<file path="src/rtl/subtree_rr_arbiter_if.sv">
// subtree_rr_arbiter_if: request/grant bundle between the five subtree children and their arbiter.
interface subtree_rr_arbiter_if #(
    parameter int N    = 5,
    parameter int IDXW = $clog2(N)
);
    logic [N-1:0]    req;
    logic [N-1:0]    done;
    logic [N-1:0]    gnt;
    logic [IDXW-1:0] gnt_idx;
    logic            busy;
    logic            timeout;
    modport master (output req, done, input gnt, gnt_idx, busy, timeout);
    modport slave  (input req, done, output gnt, gnt_idx, busy, timeout);
endinterface

</file>
<file path="src/rtl/subtree_rr_arbiter.sv">
// subtree_rr_arbiter: round-robin one-hot grant of a shared resource among N children,
// with a hold-time limit and a one-cycle turnaround gap between owners.
module subtree_rr_arbiter #(
    parameter int N        = 5,
    parameter int MAX_HOLD = 16,
    parameter int IDXW     = $clog2(N)
) (
    input  logic               clk,
    input  logic               rst_n,
    subtree_rr_arbiter_if.slave bus
);
    typedef enum logic [1:0] {IDLE, GRANT, GAP} state_t;

    state_t          state_q, state_d;
    logic [N-1:0]    gnt_q, gnt_d;
    logic [IDXW-1:0] idx_q, idx_d, last_q, last_d, sel;
    logic [7:0]      cnt_q, cnt_d;
    logic            timeout_q, timeout_d, found, rel, lim;

    // Scan starts just after the previous owner, so it gets lowest priority next time.
    always_comb begin
        logic [IDXW-1:0] cand;
        cand  = '0;
        sel   = last_q;
        found = 1'b0;
        for (int k = 1; k <= N; k++) begin
            cand = IDXW'((int'(last_q) + k) % N);
            if (!found && bus.req[cand]) begin
                sel   = cand;
                found = 1'b1;
            end
        end
    end

    assign rel = bus.done[idx_q] | ~bus.req[idx_q];
    assign lim = cnt_q == 8'(MAX_HOLD - 1);

    always_comb begin
        state_d   = state_q;
        gnt_d     = gnt_q;
        idx_d     = idx_q;
        last_d    = last_q;
        cnt_d     = cnt_q;
        timeout_d = 1'b0;
        case (state_q)
            IDLE: if (found) begin
                state_d = GRANT;
                gnt_d   = N'(1) << sel;
                idx_d   = sel;
                last_d  = sel;
                cnt_d   = '0;
            end
            GRANT: begin
                cnt_d = lim ? cnt_q : cnt_q + 8'd1;
                // A normal release wins over the limit, so timeout only fires when nothing else released.
                if (rel || lim) begin
                    state_d   = GAP;
                    gnt_d     = '0;
                    idx_d     = '0;
                    timeout_d = !rel;
                end
            end
            default: state_d = IDLE;
        endcase
    end

    always_ff @(posedge clk or negedge rst_n) begin
        if (!rst_n) begin
            state_q   <= IDLE;
            gnt_q     <= '0;
            idx_q     <= '0;
            last_q    <= IDXW'(N - 1);
            cnt_q     <= '0;
            timeout_q <= 1'b0;
        end else begin
            state_q   <= state_d;
            gnt_q     <= gnt_d;
            idx_q     <= idx_d;
            last_q    <= last_d;
            cnt_q     <= cnt_d;
            timeout_q <= timeout_d;
        end
    end

    assign bus.gnt     = gnt_q;
    assign bus.gnt_idx = idx_q;
    assign bus.busy    = state_q != IDLE;
    assign bus.timeout = timeout_q;
endmodule

</file>
<file path="src/flat_wrapper.sv">
// flat-port wrapper written by rule: the top's interface ports become plain ports
module subtree_rr_arbiter_flat 
#(
    parameter int N        = 5,
    parameter int MAX_HOLD = 16,
    parameter int IDXW     = $clog2(N)
)
  (clk, rst_n, bus_req, bus_done, bus_gnt, bus_gnt_idx, bus_busy, bus_timeout);
  subtree_rr_arbiter_if #(.N(N), .IDXW(IDXW)) bus_i ();
  input  logic clk;
  input  logic rst_n;
  input wire logic [$bits(bus_i.req)-1:0] bus_req;
  input wire logic [$bits(bus_i.done)-1:0] bus_done;
  output wire logic [$bits(bus_i.gnt)-1:0] bus_gnt;
  output wire logic [$bits(bus_i.gnt_idx)-1:0] bus_gnt_idx;
  output wire logic [$bits(bus_i.busy)-1:0] bus_busy;
  output wire logic [$bits(bus_i.timeout)-1:0] bus_timeout;
  assign bus_i.req = bus_req;
  assign bus_i.done = bus_done;
  assign bus_gnt = bus_i.gnt;
  assign bus_gnt_idx = bus_i.gnt_idx;
  assign bus_busy = bus_i.busy;
  assign bus_timeout = bus_i.timeout;
  subtree_rr_arbiter #(.N(N), .MAX_HOLD(MAX_HOLD), .IDXW(IDXW)) u_core (.clk(clk), .rst_n(rst_n), .bus(bus_i));
endmodule
</file>
<file path="config.mk">
export PLATFORM = sky130hd
export DESIGN_NAME = subtree_rr_arbiter_flat
export DESIGN_NICKNAME = d
export VERILOG_FILES = /design/src/rtl/subtree_rr_arbiter_if.sv /design/src/rtl/subtree_rr_arbiter.sv /design/src/flat_wrapper.sv
export SDC_FILE = /design/constraint.sdc
export NUM_CORES = 1
export LEC_CHECK = 0
export BUFFER_PORTS_ARGS = -buffer_cell sky130_fd_sc_hd__buf_2
export CELL_PAD_IN_SITES_DETAIL_PLACEMENT = 1
export CELL_PAD_IN_SITES_GLOBAL_PLACEMENT = 2
export CORE_MARGIN = 1
export CORE_UTILIZATION = 40
export CTS_BUF_LIST = sky130_fd_sc_hd__clkbuf_2 sky130_fd_sc_hd__clkbuf_4 sky130_fd_sc_hd__clkbuf_8
export DETAILED_ROUTE_END_ITERATION = 8
export GPL_TIMING_DRIVEN = 0
export PLACE_DENSITY_LB_ADDON = 0.1
export SYNTH_ARGS = -nofsm -noshare
export SYNTH_HDL_FRONTEND = slang
export SYNTH_SLANG_ARGS = --single-unit
</file>
<file path="constraint.sdc">
create_clock -name clk -period 10.1 [get_ports clk]
set_clock_uncertainty 0.2 [all_clocks]
set_input_delay 0.505 -clock clk [delete_from_list [all_inputs] [get_ports clk]]
set_output_delay 0.505 -clock clk [all_outputs]
set_load 0.02 [all_outputs]
</file>
# Word level (Yosys, flattened, before mapping)
# Index checks and enable logic that the tools add are counted.
# Widths: inputs -> output; s select.
# totals
wordCells	86
regBits	22
output_inout_bits	10
input_bits	12
# classes
n_div	5
n_bitwise	2
reduce_logical	17
n_shift	1
eq_ne	5
n_mux	38
add_sub_neg	6
order_cmp	6
# op_table
op	count
$mod 32x4->32 const B	5
$lt 3x4->1 const B	6
$bmux 1 s3	7
$mux 3	7
$mux 8	2
$pmux 8 s2	1
$mux 1	14
$mux 5	2
$pmux 5 s2	1
$add 3x2->4 const B	2
$add 3x3->4 const B	2
$add 8x1->8 const B	1
$eq 8x4->1 const B	1
$pmux 3 s2	1
$reduce_and 3->1	2
$logic_not 1->1	5
$shl 1x3->5 const A	1
$add 3x1->4 const B	1
$logic_and 1x1->1	4
$mux 2	2
$ne 2x1->1 const B	2
$pmux 2 s2	1
$reduce_and 2->1	2
$reduce_bool 2->1	2
other kinds (6)	6

# Longest topological paths before layout
# logic_depth
ltp_word	20
depth_mapped	21
ltp_nobuf	19

# Least setup slack after synthesis
# No wires, ideal clock.
# synth_path
path_type	register -> register
startpoint	reg u_core.last_q[0]
endpoint	reg u_core.last_q[0]
path_slack_ns	4.827
stages_incl_launch_ff	22
arrival_ns	4.991
setup_time_ns	0.082
path_buffers	4
cell_sequence	dfrtp_1 -> buf_2 -> inv_1 -> buf_1 -> ha_1 -> buf_2 -> clkinv_1 -> ha_1 -> nor2_1 -> a21oi_1 -> xnor2_1 -> ha_1 -> nor2b_1 -> o21ai_0 -> o21ai_1 -> nand3_1 -> a2111oi_0 -> or2_2 -> nor3_1 -> a31oi_1 -> buf_2 -> mux2i_1
# synth_via
elab_chain_len	18
elab_cells_between_ends	39
cone_classes	5 x add/sub; 5 x div; 20 x mux; 9 x reduce/logical
# synth_lines
element	line_no	text
start: declaration	subtree_rr_arbiter.sv:16	logic [IDXW-1:0] idx_q, idx_d, last_q, last_d, sel;
start signal: assignment	subtree_rr_arbiter.sv:72	last_q <= IDXW'(N - 1);
start signal: assignment	subtree_rr_arbiter.sv:79	last_q <= last_d;
$add 3x1->4	subtree_rr_arbiter.sv:27	cand = IDXW'((int'(last_q) + k) % N);
$mod 32x4->32	subtree_rr_arbiter.sv:27	
$bmux 1 s3	subtree_rr_arbiter.sv:28	if (!found && bus.req[cand]) begin
$mux 1 (implied by the code)	subtree_rr_arbiter.sv:28	
$mux 1	subtree_rr_arbiter.sv:28	
$logic_not 1->1	subtree_rr_arbiter.sv:28	
$logic_and 1x1->1	subtree_rr_arbiter.sv:28	
$mux 1	subtree_rr_arbiter.sv:28	
(+2 left out)	n/a	
$mux 1	subtree_rr_arbiter.sv:28	
$logic_not 1->1	subtree_rr_arbiter.sv:28	
$logic_and 1x1->1	subtree_rr_arbiter.sv:28	
$mux 1	subtree_rr_arbiter.sv:28	
$logic_not 1->1	subtree_rr_arbiter.sv:28	
$logic_and 1x1->1	subtree_rr_arbiter.sv:28	
$mux 1	subtree_rr_arbiter.sv:28	
$reduce_and 2->1 (no source line)	n/a	
# Several ways; a longest one is shown, not always the timed one. The select of a mux whose other input is x is not followed.
# A chain may end at the register's enable or synchronous reset.

# Worst setup path in the final report
# Same ends and word-level chain as after synthesis.

==> impl_metrics.toml <==
[setup_path]
startpoint_type = "register"
critPathMaxFanout = 13
worstReg2RegEnd = "u_core.last_q[0]"
cp.required_ps = 10080
worst-setup-path-type = "register to register"
crit_family = "compound AO/OA/AOI/OAI gates"
r2r-start = "u_core.last_q[0]"
cp.depth = 21
r2r_cells = 21
end_kind = "register"
critPathBufInv = 6
reg2reg_slack_ps = 2660
max_stage_delay_ps = 1100
cp_cell_sequence = "buf_2, inv_1, buf_1, ha_1, buf_2, clkinv_1, ha_1, nor2_1, a21oi_1, xnor2_1, ha_1, nor2b_1, o21ai_0, o21ai_1, nand3_1, a2111oi_0, or2_2, nor3_1, a31oi_1, buf_2, mux2i_1"
cpMaxStageDelayCell = "a2111oi_0"
arrival_ps = 7420

[run_status]
violations = "negative hold slack"
status = "complete, but fails checks"

[sta]
period_minus_slack_ps = 7440
hold_violations = 1
rsz0062_at_grt = "false"
timing.final.crit_share_pct = 73.7
fmax_mhz = 134
setup_viol = 0
setup_tns_ps = 0
hold_ws_ps = -0.827
slew_headroom_pct = 12.5
worst_pin_slew_ps = 1280
finalMaxSlewViolations = 0

[die]
io_pins = 22
die_w_um = 88.7
row_count = 31
start_util_pct = 41.5
core_area_mm2 = 0.00725
die_y_um = 88.7
dieArea_mm2 = 0.00787

[job]
max_cap_violations = 0

[logic_synthesis]
ys.warnings.count = 0
ys_types = 72
synth_flop_cell = "dfrtp_1"
yosysTopAreaCell = "dfrtp_1"
synth.area.top_cells = "dfrtp_1 17%, ha_1 12%, nand2_1 5.2%"
async_flop_share_pct = 100
synthCells = 396
ys_seq_elements = 22
avgSynthCellArea_um2 = 7.59
synth.cell_area_mm2 = 0.00301
synth_top_area_share_pct = 17.5
synth_edf_count = 0
yosysSeqAreaShare_pct = 18.4
syn_nets = 438

[global_route]
antenna_found_initial = 0
grt.total_usage_pct = 25.9
grt_max_degree = 23
grt-ovfl-total = 0
grt_pass1_vias = 2934
grt_pass1_wl_mm = 15.7

[detailed_routing]
ant_nets = 0
drtIter0Drc = 150
vias = 3088
via_per_inst = 5.96
drc = 0
wl_mm = 9.60
wl_per_cell_um = 18.5
drtPass1Iterations = 5

[final_layout]
fin_nets = 462
drive_gt1_share_pct = 11.5
n_antenna_cell = 0
fill_cells = 941
area_growth_syn_to_layout_pct = 8.91

[clocking]
post_cts_resized = 0
ctsHoldBuffers = 0
clock_path_buffers = 2
cts_setup_buffers = 0
htreeDepth = 1
clock_latency_ps = 270
cts-root-buf = "clkbuf_8"
clkTransAtPathRegs_ps = 80
cts_tree = "yes"
cts_sinks = 22
cts_made_buffers = 3

[place]
io_buffers = 19
dp_hpwl_mm = 7.61
routabilityCongestion = 0.838

[min_path]
hold_path_class = "primary input to async pin"
## final cells by class
class                      instances  area, um^2  share of cell area [%]
buffer                            18        75.1                    2.29
timing repair buffer              19        95.1                    2.90
sequential                        22         552                    16.9
clock buffer                       4        48.8                    1.49
multi-input combinational        330        2280                    69.7
tap                               99         124                    3.78
inverter                          26        97.6                    2.98
## placed cells by master (no fill, tap or decap), types with 7 or more instances in the layout
| cell type | count |
|---|---|
| a21oi_1 | 17 |
| a31oi_1 | 11 |
| buf_2 | 25 |
| clkbuf_1 | 10 |
| dfrtp_1 | 21 |
| ha_1 | 29 |
| inv_1 | 25 |
| mux2i_1 | 8 |
| nand2_1 | 42 |
| nand2b_1 | 7 |
| nand3_1 | 14 |
| nor2_1 | 32 |
| nor2b_1 | 7 |
| nor4_1 | 7 |
| o211ai_1 | 7 |
| o21ai_0 | 25 |
| xnor2_1 | 12 |
## cells by family (layout without fill, tap and decap cells)
logic type / after synthesis / after routing / synth area share [%]
buffers and inverters: 44 / 67 / 5.74
muxes: 11 / 11 / 3.79
DFF: 22 / 22 / 18.4
xor gates and xnor gates: 14 / 14 / 4.08
adders and majority gates: 30 / 30 / 12.7
and+or+nand+nor: 146 / 146 / 24.9
AOI/OAI and AO/OA: 129 / 129 / 30.4
## state kept, by name (all words and copies together) (netlist names)
register / flops
u_core.bus.gnt: 5
u_core.bus.gnt_idx: 3
u_core.bus.timeout: 1
u_core.cnt_q: 8
u_core.last_q: 3
u_core.state_q: 2
## worst max path at each step
| stage | startpoint | to | slack (ps) |
|---|---|---|---|
| after floorplan | u_core.last_q[0] | u_core.last_q[0] | 4830 |
| after global placement | u_core.last_q[0] | u_core.last_q[0] | 3100 |
| after detailed placement | u_core.last_q[0] | u_core.last_q[0] | 2850 |
| after CTS | u_core.last_q[0] | u_core.last_q[0] | 2790 |
| after global routing | u_core.last_q[0] | u_core.last_q[0] | 2120 |
| final | u_core.last_q[0] | u_core.last_q[0] | 2660 |
## cell usage after synthesis, types with 3 or more instances
library cell and count:
nor2b_1 7, o21a_1 5, dfrtp_1 21, xnor2_1 12, nand3_1 14, a211o_1 4, nor4_1 7, a22oi_1 3
o211ai_1 7, a21oi_1 17, nor3_1 5, inv_1 25, o31ai_1 4, clkbuf_1 10, a211oi_1 6, a31oi_1 11
o22ai_1 5, and2_1 5, o21ai_1 6, o32ai_1 4, nor2_1 32, ha_1 29, mux2_2 3, mux2i_1 8
or3_1 5, nand2b_1 7, buf_2 6, nand3b_1 4, o21ai_0 25, nand2_1 42
## metrics by stage
stage | setup WS [ps] | util [%] | instance area, um^2 | cells
2_1_floorplan | 4830 | - | 3010 | 396
3_3_place_gp | 3100 | 44.5 | 3230 | 514
3_5_place_dp | 2850 | 44.5 | 3230 | 514
4_1_cts | 2790 | 45.1 | 3270 | 518
5_1_grt | 2120 | 45.1 | 3270 | 518
6_report | 2660 | 45.1 | 3270 | 518
## routing by layer
layer  track usage (%)  up-vias  wire length (um)
li1                  -     1508                 -
met1              38.3     1527              4940
met2              41.4       46              4410
met3              3.08        7               180
met4              2.49        0                64
met5                 0        -                 0
Power is not shown: default switching activity piles up to over one toggle a cycle in this logic, so the estimate is an artifact.
